### src/rtl/bbc_sram_arbiter.sv
// bbc_sram_arbiter
//   Two-requester arbiter in front of a single SRAM-style host port.
//   Grants alternate on ties, there is one idle cycle between transfers, and a
//   small owner FIFO remembers which requester each accepted read belongs to so
//   that read data coming back in order can be routed to that requester.
//
// Ports
//   clk, reset_n                 clock, synchronous active-low reset
//   req{0,1}_sram_request__*     requester requests (valid/ack handshake)
//   req{0,1}_sram_response__*    ack, read data routed back to the owner
//   host_sram_request__*         granted request, all zero when not granted
//   host_sram_response__*        ack and read data from the shared host
//   protocol_error               sticky: read data arrived with no read pending
module bbc_sram_arbiter #(
  parameter int FIFO_LOG2 = 2
) (
  input  logic        clk,
  input  logic        reset_n,
  input  logic        req0_sram_request__valid,
  input  logic        req0_sram_request__read_enable,
  input  logic        req0_sram_request__write_enable,
  input  logic [7:0]  req0_sram_request__select,
  input  logic [23:0] req0_sram_request__address,
  input  logic [63:0] req0_sram_request__write_data,
  input  logic        req1_sram_request__valid,
  input  logic        req1_sram_request__read_enable,
  input  logic        req1_sram_request__write_enable,
  input  logic [7:0]  req1_sram_request__select,
  input  logic [23:0] req1_sram_request__address,
  input  logic [63:0] req1_sram_request__write_data,
  output logic        req0_sram_response__ack,
  output logic        req0_sram_response__read_data_valid,
  output logic [63:0] req0_sram_response__read_data,
  output logic        req1_sram_response__ack,
  output logic        req1_sram_response__read_data_valid,
  output logic [63:0] req1_sram_response__read_data,
  output logic        host_sram_request__valid,
  output logic        host_sram_request__read_enable,
  output logic        host_sram_request__write_enable,
  output logic [7:0]  host_sram_request__select,
  output logic [23:0] host_sram_request__address,
  output logic [63:0] host_sram_request__write_data,
  input  logic        host_sram_response__ack,
  input  logic        host_sram_response__read_data_valid,
  input  logic [63:0] host_sram_response__read_data,
  output logic        protocol_error
);

  localparam int DEPTH = 1 << FIFO_LOG2;
  localparam logic [FIFO_LOG2:0] FULL_CNT = (FIFO_LOG2+1)'(DEPTH);

  typedef enum logic [1:0] {IDLE, GRANT0, GRANT1} state_t;

  state_t               r_state;
  logic                 r_last_grant;
  logic [DEPTH-1:0]     r_owner;
  logic [FIFO_LOG2-1:0] r_wptr;
  logic [FIFO_LOG2-1:0] r_rptr;
  logic [FIFO_LOG2:0]   r_count;
  logic                 r_perr;

  logic w_full, w_elig0, w_elig1;
  logic w_g0, w_g1, w_ack0, w_ack1;
  logic w_push, w_push_id, w_has, w_pop, w_head;
  logic w_route0, w_route1;

  // Eligibility uses the registered count, so a pop this cycle only frees a
  // read slot from the next cycle on.
  assign w_full  = (r_count == FULL_CNT);
  assign w_elig0 = req0_sram_request__valid & (~req0_sram_request__read_enable | ~w_full);
  assign w_elig1 = req1_sram_request__valid & (~req1_sram_request__read_enable | ~w_full);

  // Qualifying with reset_n keeps every output low while reset is asserted.
  assign w_g0   = reset_n & (r_state == GRANT0);
  assign w_g1   = reset_n & (r_state == GRANT1);
  assign w_ack0 = w_g0 & req0_sram_request__valid & host_sram_response__ack;
  assign w_ack1 = w_g1 & req1_sram_request__valid & host_sram_response__ack;

  assign w_push    = (w_ack0 & req0_sram_request__read_enable) |
                     (w_ack1 & req1_sram_request__read_enable);
  assign w_push_id = w_ack1;
  assign w_has     = (r_count != '0);
  assign w_pop     = host_sram_response__read_data_valid & w_has;
  assign w_head    = r_owner[r_rptr];  // pre-push head, even on simultaneous push
  assign w_route0  = reset_n & w_pop & ~w_head;
  assign w_route1  = reset_n & w_pop &  w_head;

  always_comb begin
    host_sram_request__valid        = 1'b0;
    host_sram_request__read_enable  = 1'b0;
    host_sram_request__write_enable = 1'b0;
    host_sram_request__select       = '0;
    host_sram_request__address      = '0;
    host_sram_request__write_data   = '0;
    if (w_g0) begin
      host_sram_request__valid        = req0_sram_request__valid;
      host_sram_request__read_enable  = req0_sram_request__read_enable;
      host_sram_request__write_enable = req0_sram_request__write_enable;
      host_sram_request__select       = req0_sram_request__select;
      host_sram_request__address      = req0_sram_request__address;
      host_sram_request__write_data   = req0_sram_request__write_data;
    end else if (w_g1) begin
      host_sram_request__valid        = req1_sram_request__valid;
      host_sram_request__read_enable  = req1_sram_request__read_enable;
      host_sram_request__write_enable = req1_sram_request__write_enable;
      host_sram_request__select       = req1_sram_request__select;
      host_sram_request__address      = req1_sram_request__address;
      host_sram_request__write_data   = req1_sram_request__write_data;
    end
  end

  assign req0_sram_response__ack             = w_ack0;
  assign req1_sram_response__ack             = w_ack1;
  assign req0_sram_response__read_data_valid = w_route0;
  assign req1_sram_response__read_data_valid = w_route1;
  assign req0_sram_response__read_data       = w_route0 ? host_sram_response__read_data : '0;
  assign req1_sram_response__read_data       = w_route1 ? host_sram_response__read_data : '0;
  assign protocol_error                      = reset_n & r_perr;

  always_ff @(posedge clk) begin
    if (!reset_n) begin
      r_state      <= IDLE;
      r_last_grant <= 1'b1;  // requester 0 wins the first tie
      r_owner      <= '0;
      r_wptr       <= '0;
      r_rptr       <= '0;
      r_count      <= '0;
      r_perr       <= 1'b0;
    end else begin
      case (r_state)
        IDLE: begin
          if (w_elig0 && w_elig1) r_state <= r_last_grant ? GRANT0 : GRANT1;
          else if (w_elig0)       r_state <= GRANT0;
          else if (w_elig1)       r_state <= GRANT1;
        end
        GRANT0: begin
          // Abort (valid dropped) returns to IDLE without touching last_grant.
          if (!req0_sram_request__valid) r_state <= IDLE;
          else if (host_sram_response__ack) begin
            r_state      <= IDLE;
            r_last_grant <= 1'b0;
          end
        end
        GRANT1: begin
          if (!req1_sram_request__valid) r_state <= IDLE;
          else if (host_sram_response__ack) begin
            r_state      <= IDLE;
            r_last_grant <= 1'b1;
          end
        end
        default: r_state <= IDLE;
      endcase

      if (w_push) begin
        r_owner[r_wptr] <= w_push_id;
        r_wptr          <= r_wptr + 1'b1;
      end
      if (w_pop) r_rptr <= r_rptr + 1'b1;
      case ({w_push, w_pop})
        2'b10:   r_count <= r_count + 1'b1;
        2'b01:   r_count <= r_count - 1'b1;
        default: r_count <= r_count;
      endcase

      if (host_sram_response__read_data_valid && !w_has) r_perr <= 1'b1;
    end
  end

endmodule

### config.mk
export PLATFORM = sky130hd
export DESIGN_NAME = bbc_sram_arbiter
export DESIGN_NICKNAME = d
export VERILOG_FILES = /design/src/rtl/bbc_sram_arbiter.sv
export SDC_FILE = /design/constraint.sdc
export NUM_CORES = 1
export LEC_CHECK = 0
export CAP_MARGIN = 20
export CORE_AREA = 2 2 191 193
export DETAILED_ROUTE_END_ITERATION = 16
export DIE_AREA = 0 0 193 195
export PLACE_DENSITY = 0.41
export SLEW_MARGIN = 20
export SYNTH_ARGS = -nofsm -noshare
export SYNTH_HDL_FRONTEND = slang
export SYNTH_SLANG_ARGS = --single-unit
### constraint.sdc
create_clock -name clk -period 2.2 [get_ports clk]
set_clock_uncertainty 0.1 [all_clocks]
set_input_delay 0.22 -clock clk [delete_from_list [all_inputs] [get_ports clk]]
set_output_delay 0.22 -clock clk [all_outputs]
set_load 0.005 [all_outputs]
==> out/metrics.csv <==
metric;value;unit
crit_arrival;1.98;ns
end_kind;output pin;
worstHoldPathCells;2;
power_density;186;nW/um2
rows;69;
cts.sinks;15;
synth_fp_nets;710;
crit_fanout;7;
min_period_over_period;1.05;
dr_total_vias;5458;
synth.area.top_cells;a22o_1 (31%), nor2_1 (19%), dfxtp_1 (11%), nand2_1 (10%), buf_2 (5.8%);
antenna_found_initial;10;
place_inst;1415;
hpwl;22.3;mm
core;35400;um2
power.share.combinational;0.616;
io_buffers;497;
clkPwrFrac;0.214;
cp-start-kind;flip-flop;
timing.rr.end;r_count[2];
cts_htree_levels;1;
clockBufferDepth;2;
grtUsageTotal;0.134;
ys_seq_elements;15;
drc;0;
hp-start;r_perr;
drv_slew;0;
finalHoldViolations;0;
grt_pass1_wl;37.1;mm
finalNetCount;1261;
clock.fmax;0.434;GHz
setup_violations;9;
clkTransAtPathRegs;0.06;ns
overflow;0;
fp.dieW;193;um
clock-root-buffer;clkbuf_16;
avgSynthCellArea;6.31;um2
synth_cell_types;37;
pin_count;498;
violations;setup timing;
worstHoldEndpoint;r_perr;
synth_top_area_cell;a22o_1;
crit_required;1.88;ns
layout_setup_ws;-0.104;ns
synthArstFlopShare;0;
layout.cells.non_filler;1453;
reg2reg_from;r_state[0];
holdCritPathClass;reg2reg;
max_slew_margin;0.738;
internal_power;1.25;mW
cts_made_buffers;3;
drt_first_pass_iters;4;
synth_edf_count;0;
grt_pass1_vias;5677;
drive_above_1_share;0.171;
syn_to_final_growth;229;%
synthCells;438;
p_total;1.70;mW
drtIter0Drc;159;
wl_per_cell;19.2;um
ys_warn_count;0;
ant_nets;0;
postRouteWirelength;27.8;mm
reg2reg_slack;0.03;ns
worstMarginPinSlew;0.388;ns
postCtsHoldBufs;0;
ys_seq_area_frac;0.109;
place_congestion;0.829;
p_leak;4.63;nW
netlist_area;2770;um2
final_util;0.257;
rr_worst_depth;9;
die_h;195;um
p_seq_frac;0.170;
grt_max_degree;50;
status;finished, violations left;
tritoncts;yes;
crit_type;reg2out;
p_switching;0.450;mW
worst_ir_drop_vdd;0.000203;V
rsz0062_at_grt;true;
synth_top_area_share;0.310;
die_area;37600;um2
clk-insertion-delay-late;0.25;ns
maxCapViolCount;0;
viasPerCell;3.76;
synth_ff_type;dfxtp_1;
swShare;0.265;
fin_tns_setup;-0.384;ns
fin_crit;2.30;ns
initial_core_util;0.0781;
## kinds of logic after synthesis
logic type                 count (synthesis)  share of synthesized area
xor gates and xnor gates                   4                     0.0127
adders and majority gates                  6                     0.0299
and+or+nand+nor                          225                      0.321
DFF                                       15                      0.109
buffers and inverters                     58                      0.126
muxes                                      6                     0.0222
AOI/OAI and AO/OA                        124                      0.380
## metrics by stage
stage / cell area [um2] / worst slack [ns] / hold slack [ns]
after global placement: 8710 / -0.385 / 0.362
after floorplan: 2780 / 0.0272 / 0.257
after detailed placement: 8710 / -0.403 / 0.362
after CTS: 9060 / -0.156 / 0.388
final: 9110 / -0.104 / 0.383
after global routing: 9110 / -0.179 / 0.406
## cells in the mapped netlist (2+ instances only)
master	number
nor2_1	139
a22o_1	98
nand2_1	75
buf_2	32
dfxtp_1	15
buf_6	12
inv_1	8
a31oi_1	5
clkbuf_1	5
ha_1	5
mux2i_1	5
a21oi_1	4
a31o_1	4
xor2_1	3
nand3b_1	2
nor3b_2	2
o21ai_0	2
o32ai_1	2
or3_1	2
## critical path, cell delays in order, from the launching register on
cell,delay (ns)
dfxtp_2,0.34
mux2i_2,0.15
buf_4,0.15
mux2_4,0.30
buf_4,0.18
nor2_1,0.10
clkdlybuf4s50_1,0.50
## what timing repair did
item	4_1_cts	5_1_grt
resized for setup	259	83
pin swaps	3	3
cloned	9	3
endpoints found under the setup margin	231	70
setup buffers	15	3
## power by group through the flow
stage	logic, mW	registers, mW	clock network [mW]
6_report	1.05	0.288	0.364
4_1_cts	1.05	0.288	0.374
2_1_floorplan	0.218	0.290	0
3_3_place_gp	1.02	0.295	0
5_1_grt	1.12	0.289	0.384
3_5_place_dp	1.02	0.295	0
## flip-flops by register name (all words and copies together), names as in the netlist
| register | cells |
|---|---|
| r_count | 3 |
| r_last_grant | 1 |
| r_wptr | 2 |
| r_rptr | 2 |
| r_owner | 4 |
| r_perr | 1 |
| r_state | 2 |
## worst max-delay path by stage
stage,startpoint,end,slack [ns],cells past startpoint
after global placement,reset_n,host_sram_request__address[13],-0.39,7
final,r_rptr[1],req1_sram_response__read_data[10],-0.10,6
after CTS,r_rptr[1],req0_sram_response__read_data[1],-0.16,6
after detailed placement,reset_n,host_sram_request__address[13],-0.40,7
after global routing,r_rptr[1],req1_sram_response__read_data[10],-0.18,6
after floorplan,r_state[1],r_count[2],0.03,9
## cell usage in the layout, fill, tap and decap left out, types with 5 or more instances in the layout
| cell type | Yosys | routed |
|---|---|---|
| nor2_2 | 0 | 10 |
| buf_4 | 0 | 60 |
| buf_12 | 0 | 16 |
| dlygate4sd2_1 | 0 | 168 |
| clkbuf_2 | 0 | 35 |
| nand2_1 | 75 | 73 |
| nor2_1 | 139 | 129 |
| clkdlybuf4s50_1 | 0 | 274 |
| inv_1 | 8 | 8 |
| buf_6 | 12 | 8 |
| dfxtp_1 | 15 | 9 |
| dlymetal6s2s_1 | 0 | 16 |
| buf_16 | 0 | 7 |
| a31oi_1 | 5 | 5 |
| a22o_1 | 98 | 97 |
| clkbuf_16 | 0 | 6 |
## routing by layer
layer | wire (um) | global-route usage | up-vias
li1 | - | - | 2658
met4 | 432 | 0.0317 | 0
met1 | 9990 | 0.136 | 2517
met5 | 0 | 0 | -
met2 | 15300 | 0.272 | 259
met3 | 2080 | 0.0270 | 24
## area by class of cell
| type | count | area, um2 |
|---|---|---|
| sequential | 15 | 313 |
| timing repair buffer | 595 | 5870 |
| clock inverter | 1 | 5.00 |
| inverter | 9 | 33.8 |
| clock buffer | 3 | 75.1 |
| multi-input combinational | 365 | 2220 |
| fill | 3967 | 26300 |
| tap | 461 | 577 |
| antenna | 4 | 10.0 |
Power figures use the tool's default switching activity.
